**src/rtl/note_pkg.sv**
```systemverilog
// Shared types and constants for the per-lane note lookahead.
package note_pkg;

  localparam int unsigned TIME_W   = 14;
  localparam int unsigned WORD_W   = 16;
  localparam int unsigned TYPE_MSB = 15;
  localparam int unsigned TYPE_LSB = 14;
  localparam int unsigned TIME_MSB = 13;
  localparam int unsigned TIME_LSB = 0;

  typedef enum logic [1:0] {
    NT_TAP    = 2'b00,
    NT_HOLD_S = 2'b01,
    NT_HOLD_E = 2'b10,
    NT_END    = 2'b11
  } note_type_e;

  typedef struct packed {
    note_type_e          ntype;
    logic [TIME_W-1:0]   ntime;
  } note_t;

  // Lookahead FSM encoding
  localparam logic [1:0] ST_IDLE = 2'd0;
  localparam logic [1:0] ST_FILL = 2'd1;
  localparam logic [1:0] ST_RUN  = 2'd2;
  localparam logic [1:0] ST_DONE = 2'd3;

  // Split a raw chart ROM word into its type and timestamp fields.
  function automatic note_t word_to_note(input logic [WORD_W-1:0] w);
    note_t n;
    n.ntype = note_type_e'(w[TYPE_MSB:TYPE_LSB]);
    n.ntime = w[TIME_MSB:TIME_LSB];
    return n;
  endfunction

endpackage

```
**src/rtl/note_shift_window.sv**
```systemverilog
// Ordered note window: push at the tail, pop at the head, slot 0 is earliest.
module note_shift_window
  import note_pkg::*;
#(
  parameter int unsigned WINDOW = 4
) (
  input  logic                            Clk,
  input  logic                            Reset,
  input  logic                            i_flush,
  input  logic                            i_push,
  input  note_t                           i_push_note,
  input  logic                            i_pop,
  output logic [WINDOW-1:0]               o_valid,
  output note_t [WINDOW-1:0]              o_slot,
  output logic [$clog2(WINDOW+1)-1:0]     o_count
);

  localparam int unsigned CNT_W = $clog2(WINDOW + 1);
  localparam int unsigned IDX_W = $clog2(WINDOW);

  logic [WINDOW-1:0]  r_valid;
  note_t [WINDOW-1:0] r_slot;
  logic [CNT_W-1:0]   r_count;

  logic               w_pop;
  logic               w_push;
  logic [CNT_W-1:0]   w_base;
  logic [IDX_W-1:0]   w_idx;

  // A pop frees the tail first, so a same-cycle push lands one slot lower.
  assign w_pop  = i_pop && (r_count != '0);
  assign w_base = w_pop ? (r_count - CNT_W'(1)) : r_count;
  assign w_push = i_push && (w_base < CNT_W'(WINDOW));
  assign w_idx  = w_base[IDX_W-1:0];

  // Shift toward slot 0 on pop, then write the tail slot on push.
  always_ff @(posedge Clk) begin
    if (Reset || i_flush) begin
      r_valid <= '0;
      r_slot  <= '0;
      r_count <= '0;
    end else begin
      if (w_pop) begin
        r_slot  <= {note_t'('0), r_slot[WINDOW-1:1]};
        r_valid <= {1'b0, r_valid[WINDOW-1:1]};
      end
      if (w_push) begin
        r_slot[w_idx]  <= i_push_note;
        r_valid[w_idx] <= 1'b1;
      end
      r_count <= w_base + CNT_W'(w_push);
    end
  end

  assign o_valid = r_valid;
  assign o_slot  = r_slot;
  assign o_count = r_count;

endmodule

```
**src/rtl/note_lookahead.sv**
```systemverilog
// Per-lane chart streamer: fetches notes into a lookahead window, expires late
// notes as misses and silently drops hold ends whose hold start was missed.
module note_lookahead
  import note_pkg::*;
#(
  parameter int unsigned ADDR_W    = 8,
  parameter int unsigned NUM_NOTES = 256,
  parameter int unsigned WINDOW    = 4,
  parameter int unsigned MISS_LATE = 9
) (
  input  logic                         Clk,
  input  logic                         Reset,
  input  logic                         start,
  input  logic [TIME_W-1:0]            song_frame,
  input  logic                         consume,
  output logic [ADDR_W-1:0]            rom_addr,
  input  logic [WORD_W-1:0]            rom_data,
  output logic [WINDOW-1:0]            win_valid,
  output logic [WINDOW-1:0][1:0]       win_type,
  output logic [WINDOW-1:0][TIME_W-1:0] win_time,
  output logic                         miss_pulse,
  output logic [1:0]                   miss_type,
  output logic                         done
);

  localparam int unsigned CNT_W = $clog2(WINDOW + 1);
  localparam int unsigned OCC_W = CNT_W + 1;
  localparam int unsigned PTR_W = $clog2(NUM_NOTES + 1);
  localparam int unsigned SUM_W = TIME_W + 1;

  logic [1:0]         r_state;
  logic [1:0]         w_state_nxt;
  logic [PTR_W-1:0]   r_ptr;
  logic               r_rd_pend;
  logic               r_end_seen;
  logic               r_drop_hold;
  logic               r_miss_pulse;
  logic [1:0]         r_miss_type;
  logic               r_done;

  logic [WINDOW-1:0]  w_valid;
  note_t [WINDOW-1:0] w_slot;
  logic [CNT_W-1:0]   w_count;
  note_t              w_head;
  note_t              w_ret_note;
  logic               w_active;
  logic               w_ret;
  logic               w_sentinel;
  logic               w_push;
  logic               w_issue;
  logic [OCC_W-1:0]   w_occ;
  logic [SUM_W-1:0]   w_late_lim;
  logic               w_expired;
  logic               w_hold_skip;
  logic               w_hit;
  logic               w_miss;
  logic               w_pop;

  assign w_active   = (r_state == ST_FILL) || (r_state == ST_RUN);
  assign w_head     = w_slot[0];
  assign w_ret_note = word_to_note(rom_data);

  // Data return: sentinel ends the chart; anything after the end is discarded.
  assign w_ret      = r_rd_pend && w_active;
  assign w_sentinel = w_ret && (w_ret_note.ntype == NT_END);
  assign w_push     = w_ret && !w_sentinel && !r_end_seen && !start;

  // Each outstanding read holds a slot so the window can never overflow.
  assign w_occ   = OCC_W'(w_count) + OCC_W'(r_rd_pend);
  assign w_issue = w_active && !r_end_seen && !w_sentinel &&
                   (r_ptr < PTR_W'(NUM_NOTES)) && (w_occ < OCC_W'(WINDOW));

  // Late limit is formed one bit wider so large timestamps never wrap.
  assign w_late_lim = SUM_W'(w_head.ntime) + SUM_W'(MISS_LATE);
  assign w_expired  = (r_state == ST_RUN) && w_valid[0] &&
                      (SUM_W'(song_frame) > w_late_lim);

  // One pop per cycle: orphan hold end first, then judge hit, then expiry.
  assign w_hold_skip = w_active && r_drop_hold && w_valid[0] &&
                       (w_head.ntype == NT_HOLD_E);
  assign w_hit       = w_active && consume && w_valid[0] && !w_hold_skip;
  assign w_miss      = w_expired && !w_hit && !w_hold_skip;
  assign w_pop       = w_hold_skip || w_hit || w_miss;

  note_shift_window #(
    .WINDOW (WINDOW)
  ) u_window (
    .Clk         (Clk),
    .Reset       (Reset),
    .i_flush     (start),
    .i_push      (w_push),
    .i_push_note (w_ret_note),
    .i_pop       (w_pop),
    .o_valid     (w_valid),
    .o_slot      (w_slot),
    .o_count     (w_count)
  );

  // State register.
  always_ff @(posedge Clk) begin
    if (Reset) begin
      r_state <= ST_IDLE;
    end else begin
      r_state <= w_state_nxt;
    end
  end

  // Next-state logic; start restarts the chart from any state.
  always_comb begin
    w_state_nxt = r_state;
    case (r_state)
      ST_FILL: begin
        if ((w_count == CNT_W'(WINDOW)) || r_end_seen) begin
          w_state_nxt = ST_RUN;
        end
      end
      ST_RUN: begin
        if (r_end_seen && (w_count == '0) && !r_rd_pend) begin
          w_state_nxt = ST_DONE;
        end
      end
      default: w_state_nxt = r_state;
    endcase
    if (start) begin
      w_state_nxt = ST_FILL;
    end
  end

  // Fetch pointer, end tracking, hold-drop flag and registered miss/done.
  always_ff @(posedge Clk) begin
    if (Reset) begin
      r_ptr        <= '0;
      r_rd_pend    <= 1'b0;
      r_end_seen   <= 1'b0;
      r_drop_hold  <= 1'b0;
      r_miss_pulse <= 1'b0;
      r_miss_type  <= 2'b00;
      r_done       <= 1'b0;
    end else if (start) begin
      r_ptr        <= '0;
      r_rd_pend    <= 1'b0;
      r_end_seen   <= 1'b0;
      r_drop_hold  <= 1'b0;
      r_miss_pulse <= 1'b0;
      r_done       <= 1'b0;
    end else begin
      r_rd_pend <= w_issue;
      if (w_issue) begin
        r_ptr <= r_ptr + PTR_W'(1);
      end
      if (w_sentinel || (w_active && (r_ptr == PTR_W'(NUM_NOTES)))) begin
        r_end_seen <= 1'b1;
      end
      if (w_hold_skip) begin
        r_drop_hold <= 1'b0;
      end else if (w_miss && (w_head.ntype == NT_HOLD_S)) begin
        r_drop_hold <= 1'b1;
      end
      r_miss_pulse <= w_miss;
      if (w_miss) begin
        r_miss_type <= w_head.ntype;
      end
      r_done <= (w_state_nxt == ST_DONE);
    end
  end

  // Window slots are already registered inside the shift window.
  for (genvar g = 0; g < WINDOW; g++) begin : g_out
    assign win_type[g] = w_slot[g].ntype;
    assign win_time[g] = w_slot[g].ntime;
  end

  assign rom_addr   = ADDR_W'(r_ptr);
  assign win_valid  = w_valid;
  assign miss_pulse = r_miss_pulse;
  assign miss_type  = r_miss_type;
  assign done       = r_done;

endmodule
```
**config.mk**
```make
export PLATFORM = sky130hd
export DESIGN_NAME = note_lookahead
export DESIGN_NICKNAME = d
export VERILOG_FILES = /design/src/rtl/note_pkg.sv /design/src/rtl/note_shift_window.sv /design/src/rtl/note_lookahead.sv
export SDC_FILE = /design/constraint.sdc
export NUM_CORES = 1
export LEC_CHECK = 0
export BUFFER_PORTS_ARGS = -buffer_cell sky130_fd_sc_hd__buf_2
export CORE_UTILIZATION = 54
export CTS_CLUSTER_DIAMETER = 40
export DETAILED_ROUTE_END_ITERATION = 10
export PLACE_DENSITY_LB_ADDON = 0.12
export REMOVE_ABC_BUFFERS = 1
export SLEW_MARGIN = 20
export SYNTH_ARGS = -nofsm -noshare
export SYNTH_HDL_FRONTEND = slang
export SYNTH_SLANG_ARGS = --single-unit
```
**constraint.sdc**
```tcl
create_clock -name Clk -period 4.3 [get_ports Clk]
set_input_delay 0.86 -clock Clk [delete_from_list [all_inputs] [get_ports Clk]]
set_output_delay 0.86 -clock Clk [all_outputs]
set_load 0.05 [all_outputs]
```
==> results of run 1 <==
## layer usage
layer  vias up  GRT usage [%]
met5         -              0
met4         0          12.69
met3        21          5.906
met2       119          43.60
met1      1910          34.15
li1       1978              -
## placed cells by master, fill, tap and decap left out, types with 2 or more instances in the layout
| cell type | netlist | final |
|---|---|---|
| a41oi_1 | 3 | 3 |
| nand2_1 | 15 | 15 |
| nor2b_1 | 4 | 3 |
| buf_2 | 14 | 113 |
| xor2_1 | 14 | 14 |
| nand3b_1 | 2 | 2 |
| a21oi_1 | 20 | 20 |
| a2111oi_2 | 3 | 3 |
| a22o_1 | 16 | 16 |
| dfxtp_1 | 89 | 89 |
| a211o_1 | 3 | 3 |
| or3_1 | 2 | 2 |
| xnor2_1 | 4 | 4 |
| nor4b_1 | 2 | 2 |
| inv_1 | 13 | 13 |
| and2_1 | 4 | 4 |
| a21o_1 | 2 | 2 |
| or2_2 | 2 | 2 |
| o21ai_0 | 8 | 8 |
| nor2_1 | 66 | 66 |
| nor3b_1 | 2 | 2 |
| and3_1 | 4 | 4 |
| a211oi_1 | 50 | 50 |
| nand3_2 | 1 | 2 |
| ha_1 | 22 | 22 |
| mux2i_1 | 53 | 53 |
| buf_4 | 8 | 12 |
| o2111ai_2 | 0 | 3 |
| nand3_1 | 11 | 10 |
| nor3_1 | 8 | 7 |
| clkbuf_8 | 0 | 11 |
| a311oi_1 | 3 | 3 |
| nand4_1 | 7 | 7 |
## cell type report
class / count / area [µm²] / area share [%]
Sequential cell: 89 / 1782 / 32.91
Multi-Input combinational cell: 348 / 2595 / 47.93
Clock inverter: 2 / 38.79 / 0.7164
Tap cell: 105 / 131.4 / 2.427
Clock buffer: 12 / 155.1 / 2.866
Inverter: 15 / 56.30 / 1.040
Timing Repair Buffer: 125 / 655.6 / 12.11
## power breakdown
part / switching [mW] / internal, mW
clock network: 0.282 / 0.295
registers: 0.00255 / 0.825
logic: 0.0551 / 0.0311
total: 0.339 / 1.15
## logic make-up after synthesis
logic type | count (synthesis) | share of synthesized area [%]
buf+inv | 52 | 5.609
xor+xnor | 18 | 3.430
flops | 89 | 38.77
fa+ha+maj | 22 | 5.990
mux | 53 | 11.54
simple gates | 136 | 14.16
compound gates | 119 | 20.50
## worst max-delay path, cell delays in order, from the launching register on
cell and delay (ns):
dfxtp_1 0.35, and3_1 0.21, o21ai_0 0.28, inv_1 0.15
nand4_1 0.14, xor2_1 0.18, ha_1 0.30, nand3_1 0.17
nor2_1 0.11, a2111oi_4 0.37, nand3_1 0.29, a31o_4 0.37
and3_1 0.23, a311oi_4 0.34, buf_4 0.24, a22o_1 0.15
## final timing paths
check                                 startpoint                              to  slack (ns)  cells past startpoint
setup reg to reg   u_window.o_slot[0]$_SDFF_PP0_  u_window.o_slot[58]$_SDFF_PP0_        0.37                     15
hold / removal    u_window.o_valid[3]$_SDFF_PP0_  u_window.o_valid[3]$_SDFF_PP0_        0.47                      2
setup / recovery   u_window.o_slot[0]$_SDFF_PP0_  u_window.o_slot[58]$_SDFF_PP0_        0.37                     15
hold reg to reg   u_window.o_valid[3]$_SDFF_PP0_  u_window.o_valid[3]$_SDFF_PP0_        0.47                      2
## stage by stage
step / setup TNS, ns / utilization (%) / hold WS, ns
final: 0 / 65.89 / 0.4727
after global routing: 0 / 65.89 / 0.5033
after CTS: 0 / 65.80 / 0.4786
after floorplan: -22.37 / - / 0.4462
after detailed placement: 0 / 63.44 / 0.4671
after global placement: 0 / 63.44 / 0.4573
## flip-flops by register name, summed over array words and instances (netlist names), 2 cells and up
| name | flops |
|---|---|
| miss_type | 2 |
| r_ptr | 9 |
| r_state | 2 |
| u_window.o_count | 3 |
| u_window.o_slot | 64 |
| u_window.o_valid | 4 |
## what timing repair did
| action | CTS | global route |
|---|---|---|
| hold buffers | 0 | 0 |
| setup endpoints to repair | 0 | 29 |
| hold endpoints to repair | 0 | 0 |
| gates resized for setup | 0 | 3 |
## cells in the mapped netlist (7+ instances only)
| cell type | count |
|---|---|
| nand2_1 | 15 |
| buf_2 | 14 |
| ha_1 | 22 |
| mux2i_1 | 53 |
| a22o_1 | 16 |
| nor3_1 | 8 |
| o21ai_0 | 8 |
| nand3_1 | 11 |
| dfxtp_1 | 89 |
| a211oi_1 | 50 |
| a21oi_1 | 20 |
| xor2_1 | 14 |
| clkbuf_1 | 10 |
| buf_4 | 8 |
| inv_1 | 13 |
| nor2_1 | 66 |
| nand4_1 | 7 |
==> impl_table.tex, run 1 <==
\begin{tabular}{lr}
\hline
Metric & Value \\
\hline
\multicolumn{2}{l}{\textbf{Global routing}} \\
\quad Total global-route track usage & 27.07\% \\
\quad Overflow left after global routing & 0 \\
\quad Largest net degree at the start of global routing & between 40 and 50 \\
\quad Number of antenna violations at the first check in global routing & 0 \\
\quad Number of global-route vias before repair & 3,796 \\
\quad First-pass GRT wire length & $\sim$19,000 µm \\
\multicolumn{2}{l}{\textbf{Pwr}} \\
\quad Maximum VDD drop & 0.1925 mV \\
\quad Pwr/cell area & about 280 nW/µm² \\
\quad PnR Total Power & 1.491 mW \\
\quad Static leakage & $\sim$2.4 nW \\
\multicolumn{2}{l}{\textbf{Routing}} \\
\quad Highest layer used for signal routing & met4 \\
\quad Avg Vias per Cell & 5.787 \\
\quad Met2 Routed Length & about 5400 µm \\
\quad Metal3 WL & 707 µm \\
\quad Antenna-violating nets left & 0 \\
\quad Starting DRT DRC Count & roughly 210 \\
\quad Post-Route M1 WL & between 5000 and 6000 µm \\
\quad Router iterations before antenna repair & 4 \\
\quad Remaining DRCs & 0 \\
\quad Average wire per standard cell & 16.59 µm \\
\quad Detailed Route WL & 11,550 µm \\
\quad Overall via count from detail\_route & 4,028 \\
\multicolumn{2}{l}{\textbf{Placement}} \\
\quad Port bufs & around 110 \\
\quad Dpl cells & just under 700 \\
\quad Placed instance area & 5213 µm² \\
\quad Post-detailed-placement half-perimeter wirelength & $\sim$8500 µm \\
\quad Post-placement setup slack & 0.3004 ns \\
\quad RePlAce Congestion & 0.8424 \\
\multicolumn{2}{l}{\textbf{Clock tree}} \\
\quad Clock sink count & 89 \\
\quad Clock slew seen by the registers of the worst setup and hold paths & $\sim$0.08 ns \\
\quad Clock insertion delay at the later pin of the skew report & between 0.3 and 0.4 ns \\
\quad Clock Tree Buf Depth & 2 \\
\quad CTS tree & yes \\
\quad Setup Buffers After CTS & 0 \\
\quad Clock tree root driver cell & clkbuf\_8 \\
\quad CTS Buf Count & 9 \\
\quad Max H-tree Level & 3 \\
\multicolumn{2}{l}{\textbf{Cells and area}} \\
\quad Number of antenna diodes & 0 \\
\quad NumNets Final & 644 \\
\quad Area growth from synthesis to layout & 17.81\% \\
\quad Final Non-Filler Cells & approximately 700 \\
\quad Ratio of cells with drive above 1 in the final layout & 27.24\% \\
\quad Final non-filler cell area & 5414 µm² \\
\quad Fill cell total of the finished layout & around 700 \\
\multicolumn{2}{l}{\textbf{Setup path}} \\
\quad Type of the setup path with the least slack & flop to flop \\
\quad Capturing element type of the critical path & flop \\
\quad CP Data Required Time & 4.61 ns \\
\quad Arrival time at the worst endpoint & 4.23 ns \\
\quad Largest fanout on the critical path & 9 \\
\quad Startpoint kind of the worst setup timing path & flop \\
\multicolumn{2}{l}{\textbf{Floorplan}} \\
\quad IO Pins & between 100 and 150 \\
\quad Num rows & 33 \\
\quad Effective utilization at floorplan & 55.93\% \\
\quad CORE AREA & about 8000 µm² \\
\quad Die Outline Area & 8883 µm² \\
\quad Die width & roughly 94 µm \\
\quad Chip Height & between 90 and 100 µm \\
\multicolumn{2}{l}{\textbf{Synthesis}} \\
\quad Flop and latch count out of synthesis & 89 \\
\quad Post-synthesis cell count & about 490 \\
\quad Number of enable flip-flop cells after synthesis & 0 \\
\quad Synth area leader & dfxtp\_1 \\
\quad Fraction of the yosys area taken by sequential cells & around two fifths \\
\quad Average size of a mapped cell & 9.398 µm² \\
\quad Post-synth design cell area & 4596 µm² \\
\quad Ys async rst share & 0\% \\
\quad Share of the synthesized area in the top cell type & 38.77\% \\
\quad Largest cells by area after synthesis & dfxtp\_1 39\%, mux2i\_1 12\%, a211oi\_1 8.2\% \\
\quad Synth Warn \# & 0 \\
\quad Primary FF master, synth & dfxtp\_1 \\
\quad Distinct cell type count after synthesis & 51 \\
\multicolumn{2}{l}{\textbf{STA}} \\
\quad Number of endpoints failing setup at the final stage & 0 \\
\quad Unrepaired setup endpoints after global routing & no \\
\quad Final setup skew & 0.01162 ns \\
\quad Post-layout worst setup margin & 0.3727 ns \\
\quad Slew headroom & 40.67\% \\
\quad Period minus WS final & approximately 4 ns \\
\quad Fmax & 254.6 MHz \\
\quad Final-report hold violation count & 0 \\
\quad Slew at the pin closest to its max-slew limit & 0.8899 ns \\
\quad Crit share post-route & 91.33\% \\
\quad Max-slew violation count & 0 \\
\multicolumn{2}{l}{\textbf{Run status}} \\
\quad Outcome & finished, final reports clean \\
\multicolumn{2}{l}{\textbf{Job}} \\
\quad Number of violations of the max-capacitance limit & 0 \\
\multicolumn{2}{l}{\textbf{Hold path}} \\
\quad Min-Delay Path Class & flop to flop \\
\hline
\end{tabular}
No activity file was read; power rests on OpenSTA's default activity.
==> run 2: changes to the inputs <==
BUFFER_PORTS_ARGS = -buffer_cell sky130_fd_sc_hd__buf_4   (was -buffer_cell sky130_fd_sc_hd__buf_2)
CORE_UTILIZATION = 23   (was 54)
REMOVE_ABC_BUFFERS = default   (was 1)
==> run 2 against run 1 <==
Effect of this change: fmax down 1.4%; cell area up 11%; sequential share of layout area down 3.3 points; register-to-register slack worse by 0.06 ns; clock-buffer cell count down 2; total power up 13%.
==> impl_table.tex, run 2 (synthesis results as in run 1) <==
\begin{tabular}{lr}
\hline
Metric & Value \\
\hline
\multicolumn{2}{l}{\textbf{Clock tree}} \\
\quad Max H-tree Level & 3 \\
\quad Post\_cts resized & 0 \\
\quad Setup Buffers After CTS & 0 \\
\quad Hold buffers post-CTS & 0 \\
\quad Clock sink count & 89 \\
\quad CTS Buf Count & 9 \\
\quad Clock Tree Buf Depth & 2 \\
\quad Clock slew seen by the registers of the worst setup and hold paths & 0.07 ns \\
\quad Clock tree root driver cell & clkbuf\_16 \\
\quad CTS tree & yes \\
\quad Clock insertion delay at the later pin of the skew report & 0.35 ns \\
\multicolumn{2}{l}{\textbf{Routing}} \\
\quad Avg Vias per Cell & between 4 and 5 \\
\quad Detailed Route WL & 14,660 µm \\
\quad Overall via count from detail\_route & 4,043 \\
\quad Router iterations before antenna repair & 4 \\
\quad Starting DRT DRC Count & 217 \\
\quad Remaining DRCs & 0 \\
\quad Antenna-violating nets left & 0 \\
\quad Average wire per standard cell & 16.98 µm \\
\multicolumn{2}{l}{\textbf{Setup path}} \\
\quad Arrival time at the worst endpoint & about 4.3 ns \\
\quad Worst path cell trace & ha\_1 > a21oi\_1 > nor2b\_2 > nand3\_1 > xor2\_1 > ha\_1 > nand3\_1 > nor2\_1 > a2111oi\_4 > nand3\_1 > a31o\_4 > and3\_1 > a311oi\_4 > buf\_4 > a22o\_1 \\
\quad Capturing element type of the critical path & flop \\
\quad Startpoint kind of the worst setup timing path & flop \\
\quad Worst path most repeated cell & nand3\_1 \\
\quad Worst Path Buf+Inv & 1 \\
\quad Category of cells accounting for the largest share of critical-path delay & compound AO/OA/AOI/OAI gates \\
\quad Type of the setup path with the least slack & flop to flop \\
\quad Standard cell with the maximum stage delay on the critical path & dfxtp\_1 \\
\quad Delay of the slowest cell on the worst path & 0.40 ns \\
\quad CP Data Required Time & 4.59 ns \\
\quad Largest fanout on the critical path & 16 \\
\multicolumn{2}{l}{\textbf{Global routing}} \\
\quad Number of antenna violations at the first check in global routing & 0 \\
\quad Global-route met2 utilization & between 20\% and 30\% \\
\quad GR Layer Usage met3 & 2.133\% \\
\quad Most Used Layer, Global Route & met2 \\
\quad First-pass GRT wire length & 22,600 µm \\
\quad Met1 usage in global routing & 20.62\% \\
\quad Number of global-route vias before repair & 3,863 \\
\quad Total global-route track usage & 14.71\% \\
\quad Overflow left after global routing & 0 \\
\quad Largest net degree at the start of global routing & 37 \\
\multicolumn{2}{l}{\textbf{Cells and area}} \\
\quad Ratio of cells with drive above 1 in the final layout & $\sim$28\% \\
\quad NumNets Final & 649 \\
\quad Final non-filler cell area & 6020 µm² \\
\quad Fill cell total of the finished layout & 2,099 \\
\quad Max reg flops & 64 \\
\quad Most common cell after layout, fill and taps aside & buf\_4 \\
\quad Final Non-Filler Cells & 863 \\
\quad Leading cell types in the layout, fill and taps excluded & 130 x buf\_4, 89 x dfxtp\_1, 66 x nor2\_1 \\
\quad Number of antenna diodes & 0 \\
\quad Area growth from synthesis to layout & 30.98\% \\
\multicolumn{2}{l}{\textbf{Floorplan}} \\
\quad Chip Height & 143.4 µm \\
\quad Num rows & 51 \\
\quad Die width & 143.4 µm \\
\quad CORE AREA & between 15,000 and 20,000 µm² \\
\quad Die Outline Area & roughly 21,000 µm² \\
\quad Effective utilization at floorplan & 23.54\% \\
\quad IO Pins & 114 \\
\multicolumn{2}{l}{\textbf{Pwr}} \\
\quad Maximum VDD drop & 0.1722 mV \\
\quad Sequential group share of total power & 49.3\% \\
\quad Clock share of power & around 45\% \\
\quad Sw Ratio & between 20\% and 30\% \\
\quad PnR Total Power & approximately 1.7 mW \\
\quad Switching power of the nets & 0.4163 mW \\
\quad Cell internal pwr & about 1.3 mW \\
\quad Static leakage & 2.514 nW \\
\quad Pwr/cell area & about 280 nW/µm² \\
\quad Combinational Power Share & 5.9\% \\
\multicolumn{2}{l}{\textbf{STA}} \\
\quad Setup TNS Final & 0 ns \\
\quad Crit share post-route & 92.65\% \\
\quad Fmax & 251.0 MHz \\
\quad Final setup skew & about 0.010 ns \\
\quad Unrepaired setup endpoints after global routing & no \\
\quad Period minus WS final & 3.984 ns \\
\quad Final-report hold violation count & 0 \\
\quad Number of endpoints failing setup at the final stage & 0 \\
\quad Slew at the pin closest to its max-slew limit & about 0.82 ns \\
\quad Max-slew violation count & 0 \\
\quad Slew headroom & a little under half \\
\multicolumn{2}{l}{\textbf{Placement}} \\
\quad Port bufs & 113 \\
\quad Dpl cells & roughly 850 \\
\quad RePlAce Congestion & 0.8131 \\
\quad Post-detailed-placement half-perimeter wirelength & 10,900 µm \\
\quad Placed instance area & 5733 µm² \\
\multicolumn{2}{l}{\textbf{Hold path}} \\
\quad Min-Delay Path Class & flop to flop \\
\multicolumn{2}{l}{\textbf{Synthesis}} \\
\quad Syn\_nets & 545 \\
\multicolumn{2}{l}{\textbf{Job}} \\
\quad Number of violations of the max-capacitance limit & 0 \\
\multicolumn{2}{l}{\textbf{Run status}} \\
\quad Outcome & finished, final reports clean \\
\hline
\end{tabular}
==> run 2: changes by cell type in the layout (fill, tap and decap cells not counted), sizes merged <==
cell / change
clkinvlp: +2
bufinv: -1
inv: +2
clkinv: +1
clkbuf: -2
buf: +5
==> run 2: final timing paths <==
path / start / end / slack [ns] / cells after the start
worst max-delay path: u_window.o_slot[0]$_SDFF_PP0_ / u_window.o_slot[63]$_SDFF_PP0_ / 0.32 / 15
worst min-delay path: r_drop_hold$_SDFFE_PP0P_ / r_drop_hold$_SDFFE_PP0P_ / 0.48 / 2
worst max register to register: u_window.o_slot[0]$_SDFF_PP0_ / u_window.o_slot[63]$_SDFF_PP0_ / 0.32 / 15
worst min register to register: r_drop_hold$_SDFFE_PP0P_ / r_drop_hold$_SDFFE_PP0P_ / 0.48 / 2
==> run 2: worst min-delay path: cells and delay by family, from the launching register on <==
kind,cells,cell delay (ns)
compound gates,1,0.05
flops,1,0.32
simple gates,1,0.06
==> run 2: final cells by class <==
class	instances	area, µm²	share of cell area [%]
well taps	265	331.6	5.508
flip-flops and latches	89	1782	29.60
inverters	15	56.30	0.9354
multi-input cells	348	2595	43.11
clock inverters	6	50.05	0.8314
repair buffers	130	975.9	16.21
clock buffers	10	229.0	3.804
==> run 2: through the flow <==
step | hold WS [ns] | setup WS [ns] | utilization, %
5_1_grt | 0.5183 | 0.02938 | 30.83
6_report | 0.4808 | 0.3162 | 30.83
2_1_floorplan | 0.4462 | 0.2891 | -
4_1_cts | 0.4804 | 0.1465 | 30.79
3_3_place_gp | 0.4581 | 0.3486 | 29.36
3_5_place_dp | 0.4692 | 0.1817 | 29.36
==> run 2: layer usage <==
metal,share of wire (%),wire length [µm]
met5,0,0
met1,49,7141
met4,2.0,287
met2,45,6549
met3,4.6,677
==> run 2: power groups by stage <==
stage               Combinational, mW  Clock [mW]  Sequential (mW)
finish                         0.0985       0.754            0.829
global route                    0.110       0.823            0.828
CTS                            0.0997       0.787            0.828
detailed placement             0.0993           0            0.848
global placement               0.0988           0            0.848
floorplan                      0.0471           0            0.849
